$ cat src/rtl/if_stage_pkg.sv
// Shared definitions for the instruction-fetch stage: word/offset widths,
// the NOP encoding that fills empty IF/ID slots, and the fetch-state enum.
package if_stage_pkg;

    localparam int WORD_LEN      = 16;
    localparam int REG_FILE_SIZE = 24;
    localparam int PC_LEN        = 10;

    localparam logic [WORD_LEN-1:0] INSTR_NOP = 16'hF000;

    typedef enum logic [1:0] {
        BOOT,
        RUN,
        HOLD,
        REDIR
    } fetch_state_e;

endpackage

$ cat src/rtl/if_stage_if.sv
// Instruction-memory read bus between the fetch stage (master) and a
// synchronous-read instruction memory (slave) with one cycle of latency.
interface if_stage_if
    import if_stage_pkg::*;
#(
    parameter int PC_W    = PC_LEN,
    parameter int INSTR_W = WORD_LEN
) ();

    logic               imem_rd_en;
    logic [PC_W-1:0]    imem_addr;
    logic [INSTR_W-1:0] imem_rdata;

    modport master (
        output imem_rd_en,
        output imem_addr,
        input  imem_rdata
    );

    modport slave (
        input  imem_rd_en,
        input  imem_addr,
        output imem_rdata
    );

endinterface

$ cat src/rtl/if_stage_if_id_reg.sv
// IF/ID pipeline register: holds while frozen, flushes to a NOP bubble on a
// redirect, and otherwise loads either the skid entry or the returning read.
module if_stage_if_id_reg
    import if_stage_pkg::*;
#(
    parameter int PC_W    = PC_LEN,
    parameter int INSTR_W = WORD_LEN
) (
    input  logic               clk,
    input  logic               rst,
    input  logic               i_hold,
    input  logic               i_flush,
    input  logic               i_load_skid,
    input  logic               i_load_mem,
    input  logic [INSTR_W-1:0] i_mem_instr,
    input  logic [PC_W-1:0]    i_mem_pc,
    input  logic [INSTR_W-1:0] i_skid_instr,
    input  logic [PC_W-1:0]    i_skid_pc,
    output logic [INSTR_W-1:0] o_instr,
    output logic [PC_W-1:0]    o_pc,
    output logic               o_valid
);

    // The skid entry is always older than the read returning alongside it,
    // so it wins the load select.
    always_ff @(posedge clk) begin
        if (rst) begin
            o_valid <= 1'b0;
            o_instr <= INSTR_W'(INSTR_NOP);
            o_pc    <= '0;
        end else if (!i_hold) begin
            if (i_flush) begin
                o_valid <= 1'b0;
                o_instr <= INSTR_W'(INSTR_NOP);
            end else if (i_load_skid) begin
                o_valid <= 1'b1;
                o_instr <= i_skid_instr;
                o_pc    <= i_skid_pc;
            end else if (i_load_mem) begin
                o_valid <= 1'b1;
                o_instr <= i_mem_instr;
                o_pc    <= i_mem_pc;
            end else begin
                o_valid <= 1'b0;
                o_instr <= INSTR_W'(INSTR_NOP);
            end
        end
    end

endmodule

$ cat src/rtl/if_stage.sv
// Instruction-fetch stage: owns the PC, issues word reads to the instruction
// memory and feeds the IF/ID register, honouring freeze and taken branches.
module if_stage
    import if_stage_pkg::*;
#(
    parameter int PC_W    = PC_LEN,
    parameter int INSTR_W = WORD_LEN,
    parameter int OFS_W   = REG_FILE_SIZE
) (
    input  logic               clk,
    input  logic               rst,
    input  logic               freeze,
    input  logic               br_taken,
    input  logic [OFS_W-1:0]   br_offset,
    if_stage_if.master         imem,
    output logic [INSTR_W-1:0] instr_out,
    output logic [PC_W-1:0]    pc_out,
    output logic               valid_out
);

    generate
        if (INSTR_W != WORD_LEN) begin : g_bad_instr_w
            $error("if_stage: INSTR_W must equal WORD_LEN");
        end
        if (OFS_W != REG_FILE_SIZE) begin : g_bad_ofs_w
            $error("if_stage: OFS_W must equal REG_FILE_SIZE");
        end
    endgenerate

    fetch_state_e       r_state;
    fetch_state_e       w_next_state;
    logic [PC_W-1:0]    r_pc;
    logic               r_inflight_v;
    logic [PC_W-1:0]    r_inflight_pc;
    logic               r_skid_v;
    logic [INSTR_W-1:0] r_skid_instr;
    logic [PC_W-1:0]    r_skid_pc;

    logic               w_issue;
    logic               w_branch;
    logic               w_capture;
    logic               w_load_skid;
    logic               w_load_mem;
    logic [PC_W-1:0]    w_target;
    logic               w_unused_ofs;

    // Offset is applied modulo the PC width; the upper offset bits cannot
    // change a wrapped word address.
    assign w_target     = pc_out + br_offset[PC_W-1:0];
    assign w_unused_ofs = ^br_offset[OFS_W-1:PC_W];

    assign imem.imem_rd_en = w_issue;
    assign imem.imem_addr  = r_pc;

    always_comb begin
        w_next_state = r_state;
        w_issue      = 1'b0;
        w_branch     = 1'b0;
        w_capture    = 1'b0;
        w_load_skid  = 1'b0;
        w_load_mem   = 1'b0;
        if (!rst) begin
            w_issue     = !freeze;
            w_branch    = !freeze && br_taken && valid_out;
            w_capture   = freeze && r_inflight_v;
            w_load_skid = !freeze && r_skid_v;
            w_load_mem  = !freeze && !r_skid_v && r_inflight_v;
        end
        case (r_state)
            BOOT:    w_next_state = freeze ? HOLD : RUN;
            RUN:     w_next_state = freeze ? HOLD : (w_branch ? REDIR : RUN);
            HOLD:    w_next_state = freeze ? HOLD : (w_branch ? REDIR : RUN);
            REDIR:   w_next_state = freeze ? HOLD : RUN;
            default: w_next_state = RUN;
        endcase
    end

    // A read issued in the branch cycle is squashed by clearing inflight_v;
    // a read that lands while frozen parks in the one-entry skid.
    always_ff @(posedge clk) begin
        if (rst) begin
            r_state       <= BOOT;
            r_pc          <= '0;
            r_inflight_v  <= 1'b0;
            r_inflight_pc <= '0;
            r_skid_v      <= 1'b0;
            r_skid_instr  <= INSTR_W'(INSTR_NOP);
            r_skid_pc     <= '0;
        end else begin
            r_state <= w_next_state;
            if (w_branch) begin
                r_pc         <= w_target;
                r_inflight_v <= 1'b0;
                r_skid_v     <= 1'b0;
            end else if (w_issue) begin
                r_pc          <= r_pc + PC_W'(1);
                r_inflight_v  <= 1'b1;
                r_inflight_pc <= r_pc;
                r_skid_v      <= 1'b0;
            end else if (w_capture) begin
                r_skid_v     <= 1'b1;
                r_skid_instr <= imem.imem_rdata;
                r_skid_pc    <= r_inflight_pc;
                r_inflight_v <= 1'b0;
            end
        end
    end

    if_stage_if_id_reg #(
        .PC_W    (PC_W),
        .INSTR_W (INSTR_W)
    ) u_if_id_reg (
        .clk          (clk),
        .rst          (rst),
        .i_hold       (freeze),
        .i_flush      (w_branch),
        .i_load_skid  (w_load_skid),
        .i_load_mem   (w_load_mem),
        .i_mem_instr  (imem.imem_rdata),
        .i_mem_pc     (r_inflight_pc),
        .i_skid_instr (r_skid_instr),
        .i_skid_pc    (r_skid_pc),
        .o_instr      (instr_out),
        .o_pc         (pc_out),
        .o_valid      (valid_out)
    );

endmodule
$ cat src/flat_wrapper.sv
// flat-port wrapper written by rule: the top's interface ports become plain ports
module if_stage_flat import if_stage_pkg::*;
#(
    parameter int PC_W    = PC_LEN,
    parameter int INSTR_W = WORD_LEN,
    parameter int OFS_W   = REG_FILE_SIZE
)
  (clk, rst, freeze, br_taken, br_offset, instr_out, pc_out, valid_out, imem_imem_rd_en, imem_imem_addr, imem_imem_rdata);
  if_stage_if #(.PC_W(PC_W), .INSTR_W(INSTR_W)) imem_i ();
  input  logic clk;
  input  logic rst;
  input  logic freeze;
  input  logic br_taken;
  input  logic [OFS_W-1:0] br_offset;
  output logic [INSTR_W-1:0] instr_out;
  output logic [PC_W-1:0] pc_out;
  output logic valid_out;
  output wire logic [$bits(imem_i.imem_rd_en)-1:0] imem_imem_rd_en;
  output wire logic [$bits(imem_i.imem_addr)-1:0] imem_imem_addr;
  input wire logic [$bits(imem_i.imem_rdata)-1:0] imem_imem_rdata;
  assign imem_imem_rd_en = imem_i.imem_rd_en;
  assign imem_imem_addr = imem_i.imem_addr;
  assign imem_i.imem_rdata = imem_imem_rdata;
  if_stage #(.PC_W(PC_W), .INSTR_W(INSTR_W), .OFS_W(OFS_W)) u_core (.clk(clk), .rst(rst), .freeze(freeze), .br_taken(br_taken), .br_offset(br_offset), .imem(imem_i), .instr_out(instr_out), .pc_out(pc_out), .valid_out(valid_out));
endmodule
$ cat config.mk
export PLATFORM = sky130hd
export DESIGN_NAME = if_stage_flat
export DESIGN_NICKNAME = d
export VERILOG_FILES = /design/src/rtl/if_stage_pkg.sv /design/src/rtl/if_stage_if.sv /design/src/rtl/if_stage_if_id_reg.sv /design/src/rtl/if_stage.sv /design/src/flat_wrapper.sv
export SDC_FILE = /design/constraint.sdc
export NUM_CORES = 1
export LEC_CHECK = 0
export ABC_AREA = 1
export ABC_CLOCK_PERIOD_IN_PS = 1800
export CORE_ASPECT_RATIO = 1.5
export CORE_UTILIZATION = 46
export DETAILED_ROUTE_END_ITERATION = 8
export PLACE_DENSITY_LB_ADDON = 0.12
export SLEW_MARGIN = 40
export SYNTH_ARGS = -nofsm -noshare
export SYNTH_HDL_FRONTEND = slang
export SYNTH_HIERARCHICAL = 1
export SYNTH_SLANG_ARGS = --single-unit
export TNS_END_PERCENT = 30
$ cat constraint.sdc
create_clock -name clk -period 1.8 [get_ports clk]
set_clock_uncertainty 0.1 [all_clocks]
set_input_delay 0.36 -clock clk [delete_from_list [all_inputs] [get_ports clk]]
set_output_delay 0.36 -clock clk [all_outputs]
set_load 0.05 [all_outputs]
# ---- Yosys cells after proc, flatten, opt, wreduce, memory -nomap -nowiden
# Index checks and enable logic that the tools add are counted.
dict set report totals {
  inputBits 44
  out_inout_bits 38
  reg_bits 75
}
dict set report op_classes {
  add_sub_neg 2
  mux 17
  n_reduce_logical 16
  bitwise_logic 3
}
# cell n
set ops {}
lappend ops {{$mux 16} 3}
lappend ops {{$mux 10} 4}
lappend ops {{$add 10x1->10 const B} 1}
lappend ops {{$add 10x10->10} 1}
lappend ops {{$mux 1} 10}
lappend ops {{$logic_and 1x1->1} 6}
lappend ops {{$reduce_and 3->1} 2}
lappend ops {{$reduce_bool 2->1} 3}
lappend ops {{$not 1->1} 3}
lappend ops {{$reduce_or 3->1} 1}
lappend ops {{$logic_not 1->1} 2}
lappend ops {{$reduce_and 2->1} 1}
lappend ops {{$reduce_or 2->1} 1}

# ---- Logic depth before layout (Yosys ltp)
dict set report logic_depth {
  word_depth 7
  depth_mapped 11
  ltp_nobuf 11
}

# ---- By module
# Netlist, hierarchy kept.
# mod seq_area_each_um2 cells_each area_each_um2 instances
set by_module_without_submodules {}
lappend by_module_without_submodules {if_stage 960.9 349 2406.1 1}
lappend by_module_without_submodules {if_stage_if_id_reg 540.5 206 1418.9 1}

# ---- Least setup slack after synthesis
# No wires, ideal clock.
dict set report synth_timing {
  path_type {input-to-reg}
  startpoint {input port freeze}
  endpoint {register u_core.u_if_id_reg.o_instr[12]}
  stages 8
  arrival_ps 2001
  path_slack_ps -416
  cell_sequence {nor2_4 -> inv_1 -> nor3_1 -> inv_1 -> o21ai_0 -> nand3_1 -> nand2_1 -> nand2_1}
}
dict set report synth_between {
  elab_chain_len 7
}
# element line
set synth_lines {}
lappend synth_lines {{start, declared} flat_wrapper.sv:12} ;# input logic freeze;
lappend synth_lines {{$logic_not 1->1} if_stage.sv:67} ;# w_load_mem = !freeze && !r_skid_v && r_inflight_v;
lappend synth_lines {{$logic_and 1x1->1 (2 in a row)} if_stage.sv:67}
lappend synth_lines {{$mux 1} if_stage.sv:62} ;# if (!rst) begin
lappend synth_lines {{net u_core.w_load_mem} if_stage.sv:43} ;# logic w_load_mem;
lappend synth_lines {{$mux 16} if_stage_if_id_reg.sv:39} ;# end else if (i_load_mem) begin
lappend synth_lines {{$mux 16} if_stage_if_id_reg.sv:35} ;# end else if (i_load_skid) begin
lappend synth_lines {{$mux 16} if_stage_if_id_reg.sv:32} ;# if (i_flush) begin
lappend synth_lines {{end signal, assigned} if_stage_if_id_reg.sv:34} ;# o_instr <= INSTR_W'(INSTR_NOP);
lappend synth_lines {{end signal, assigned} if_stage_if_id_reg.sv:37} ;# o_instr <= i_skid_instr;
lappend synth_lines {{end signal, assigned} if_stage_if_id_reg.sv:41} ;# o_instr <= i_mem_instr;
lappend synth_lines {{end, declared} if_stage_if_id_reg.sv:19} ;# output logic [INSTR_W-1:0] o_instr,
# The timed path passes the listed nets, and every way through them passes these cells.
# A chain may end at the register's enable or synchronous reset.

# ---- Worst setup path after layout
dict set report layout_timing {
  startpoint {input port br_offset[4]}
  endpoint {register u_core.r_pc[9], in the netlist u_core/imem.imem_addr[9]}
}
dict set report layout_between {
  elab_chain_len 2
}
# element line
set layout_lines {}
lappend layout_lines {{start, declared} flat_wrapper.sv:14} ;# input logic [OFS_W-1:0] br_offset;
lappend layout_lines {{$add 10x10->10} if_stage.sv:49} ;# assign w_target = pc_out + br_offset[PC_W-1:0];
lappend layout_lines {{$mux 10} if_stage.sv:91} ;# if (w_branch) begin
lappend layout_lines {{end signal, assigned} if_stage.sv:92} ;# r_pc <= w_target;
lappend layout_lines {{end signal, assigned} if_stage.sv:96} ;# r_pc <= r_pc + PC_W'(1);
lappend layout_lines {{end, declared} if_stage.sv:32} ;# logic [PC_W-1:0] r_pc;
# No other way between the ends.

==> metrics <==
status=finished, final reports clean; wire length per cell=13.8 µm; Die ar.=around 8700 µm²; Synth warnings=6; GRT Total Usage=0.245; Setup crit start kind=input pin; CTS Buffer Depth=2; Max IR drop VDD=about 0.00053 V; first-pass GRT wire length=~17000 µm; DR pass1 iterations=4; RSZ-0062 raised after global routing=yes; pin count of the biggest net entering global routing=43; Via density=5.08; Iter 0 DRT Violations=148; placed cells=749; min-delay src=u_core/r_skid_instr[13]; slowest stage delay, CP=roughly 0.4 ns; DRC=0; slowest CP cell=clkdlybuf4s50_1; Clock Pin Slew Worst Setup and Hold Paths=around 0.060 ns; worst-path fanout max=3; clock network power share=0.494; CTS Root Cell=clkbuf_16; number of global-route vias before repair=3671; Seq cells post-synth=75; Netlist cell types=37; post-synthesis mux area share=0; largest family of logic cells by synthesized area=simple AND/OR/NAND/NOR gates; fin nets=714; reg2reg setup slack=0.13 ns; arrival time worst endpoint=1.89 ns; hold path cells=2; worst reg2reg path depth=12; syn_nets=610; CP cell instances=clkdlybuf4s50_1 > ha_1 > nand2_1 > inv_1 > nand2_1 > nand2_1 > nand2_1 > nand3_1 > nand2_1 > nand3_1 > nand2_1 > nand2_1; CP required=1.94 ns; max-cap violations=0; min-delay worst type=reg2reg; Final Instance Area=5350 µm²; reg-to-reg endpoint=u_core/imem.imem_addr[9]; crit path time final=1.75 ns; post-synthesis adder-cell area fraction=0.0379; global route overflow=0; Compound-Gate Fraction of Synth Area=0.126; Mapped Cells=555; cell repeated most along the worst path=nand2_1; Tightest Pin Transition=0.337 ns; Worst Hold Endpoint=u_core/r_skid_instr[13]; post-route insts no fill=769; share of cells above drive strength 1=0.229; overall routed net length=10600 µm; cts hold-fix bufs=0; Tcrit/Tclk final=0.971; Initial Util=0.475; port bufs=67; syn avg cell area=6.89 µm²; CTS Buf Count=9; Slew Limit Headroom=0.775; post-synthesis xor/xnor area fraction=0.00229; switching share of power=0.226; Net Switching=985 µW; ANT cells=0; sequential element share of the synthesized area=0.393; Area growth, synth to finish=39.8%; via count=3904; gpl congestion=between 0.8 and 0.9; Clock Latency Late Sink=0.34 ns; Antenna Nets Post-Route=0; placed wire-length estimate=approximately 7600 µm; CTS tree=done; worst r2r src=u_core/u_if_id_reg/o_pc[2]; clk sink count=75; Leakage=2.42 nW; top-level I/O count=82; buffers plus inverters on the worst setup path=2; Sequential Power Share=0.396; CP Capture Type=flop; Die Span Y=approximately 110 µm; Placement Cell Area=4870 µm²; count of final hold-check violations=0; Crit path max-delay family=simple AND/OR/NAND/NOR gates; most common cell after layout, fill and taps aside=nand2_1; antenna violations before repair=0; simple-gate share of the synthesized area=0.362; num rows=40; die width=76.5 µm; Core Area=around 8000 µm²; # setup viols final=0; Slew Limit Fails=0; Gate power share=0.110; FMAX=572 MHz; Pwr per Cell Area=814 nW/µm²; Setup Crit Path Kind=in2reg; Syn Std Cell Area=approximately 3800 µm²; commonest cells after routing, fill and taps aside=209 x nand2_1, 73 x dfxtp_1, 69 x buf_4; TNS Setup=0 ns; H-tree depth=3; P_int=about 3.4 mW
sequential cells by signal, indices dropped and copies added, names as in the netlist:
register,count
u_core/r_inflight_pc,10
u_core/r_inflight_v,1
u_core/r_skid_v,1
u_core/imem.imem_addr,10
u_core/u_if_id_reg/o_valid,1
u_core/u_if_id_reg/o_pc,10
u_core/r_skid_pc,10
u_core/u_if_id_reg/o_instr,16
u_core/r_skid_instr,16
worst reg2reg max path, stage by stage, from the launching register on:
cell and delay, ns:
dfxtp_2 0.33, ha_1 0.30, buf_4 0.16, nand2_1 0.06, nand2_1 0.05, nand2_1 0.05, nand2_1 0.05, nand2_1 0.08
nand3_1 0.07, nand2_1 0.06, nand3_1 0.12, nand2_1 0.09, nand2_1 0.04
kinds of logic (layout without fill, tap and decap cells):
kind of cell,Yosys count,in the layout
flops,75,75
compound gates,82,83
xor+xnor,1,1
simple gates,323,324
fa+ha+maj,11,11
buf+inv,63,170
timing repair:
action,in CTS,in global routing
gates cloned,0,3
gates resized for setup,1,27
setup endpoints to repair,4,38
buffers inserted,0,2
pin swaps,0,11
power by group through the flow:
stage	Sequential, mW	Combinational (mW)	Clock (mW)
after global routing	1.73	0.519	2.24
final	1.72	0.480	2.15
after global placement	1.76	0.453	0
after floorplan	1.80	0.196	0
after CTS	1.72	0.458	2.17
after detailed placement	1.76	0.456	0
cell type report:
| class | count | area [µm²] |
|---|---|---|
| Multi-Input combinational cell | 419 | 2110 |
| Sequential cell | 75 | 1500 |
| Timing Repair Buffer | 113 | 1080 |
| Inverter | 41 | 156 |
| Clock inverter | 4 | 95.1 |
| Tap cell | 105 | 131 |
| Fill cell | 726 | 2710 |
| Clock buffer | 12 | 267 |
cell usage after synthesis:
| master | n | area (µm²) |
|---|---|---|
| a21o_1 | 1 | 7.51 |
| a21oi_1 | 13 | 65.1 |
| a21oi_2 | 11 | 96.3 |
| and2_1 | 1 | 6.26 |
| buf_2 | 9 | 45.0 |
| buf_4 | 4 | 30.0 |
| buf_6 | 4 | 45.0 |
| buf_8 | 1 | 15.0 |
| clkbuf_1 | 4 | 15.0 |
| clkinv_1 | 1 | 3.75 |
| dfxtp_1 | 75 | 1500 |
| fa_1 | 1 | 20.0 |
| ha_1 | 10 | 125 |
| inv_1 | 36 | 135 |
| inv_2 | 4 | 15.0 |
| nand2_1 | 212 | 796 |
| nand2_2 | 2 | 12.5 |
| nand3_1 | 52 | 260 |
| nand3_4 | 1 | 17.5 |
| nand3b_1 | 1 | 7.51 |
| nand4_1 | 4 | 25.0 |
| nor2_1 | 28 | 105 |
| nor2_2 | 10 | 62.6 |
| nor2_4 | 4 | 45.0 |
| nor3_1 | 2 | 10.0 |
| o21a_1 | 1 | 7.51 |
| o21ai_0 | 48 | 240 |
| o21ai_1 | 3 | 15.0 |
| o21ai_4 | 1 | 16.3 |
| o21bai_1 | 1 | 7.51 |
| o221ai_1 | 1 | 8.76 |
| o311ai_0 | 1 | 8.76 |
| o31ai_1 | 1 | 7.51 |
| or2_0 | 4 | 25.0 |
| or2_1 | 1 | 6.26 |
| or2_2 | 1 | 6.26 |
| xor2_1 | 1 | 8.76 |
layer usage:
layer | routed length, µm | track usage | vias to the layer above
met2 | 5550 | 0.445 | 115
met1 | 4200 | 0.256 | 1770
met4 | 420 | 0.162 | 0
met3 | 474 | 0.0464 | 24
li1 | - | - | 1995
met5 | 0 | 0 | -
how the worst max path moves through the flow:
stage                     cells after the start  slack, ns                        from                        to
final                                        12       0.05                br_offset[4]  u_core/imem.imem_addr[9]
after detailed placement                     11      -0.35                br_offset[0]  u_core/imem.imem_addr[6]
after floorplan                               8      -0.02  u_core/u_if_id_reg/o_pc[1]  u_core/imem.imem_addr[3]
after CTS                                    11      0.003                br_offset[0]  u_core/imem.imem_addr[6]
after global routing                         10      -0.03                br_offset[6]  u_core/imem.imem_addr[9]
after global placement                       11      -0.34                br_offset[0]  u_core/imem.imem_addr[6]
through the flow:
stage | total power, mW | setup WS [ns] | util | hold slack, ns
floorplan | 2.00 | -0.0172 | - | 0.322
global placement | 2.21 | -0.339 | 0.604 | 0.342
detailed placement | 2.21 | -0.350 | 0.604 | 0.352
CTS | 4.35 | 0.00278 | 0.648 | 0.365
global route | 4.49 | -0.0336 | 0.664 | 0.381
finish | 4.35 | 0.0521 | 0.664 | 0.366
No activity file was read; power rests on OpenSTA's default activity.
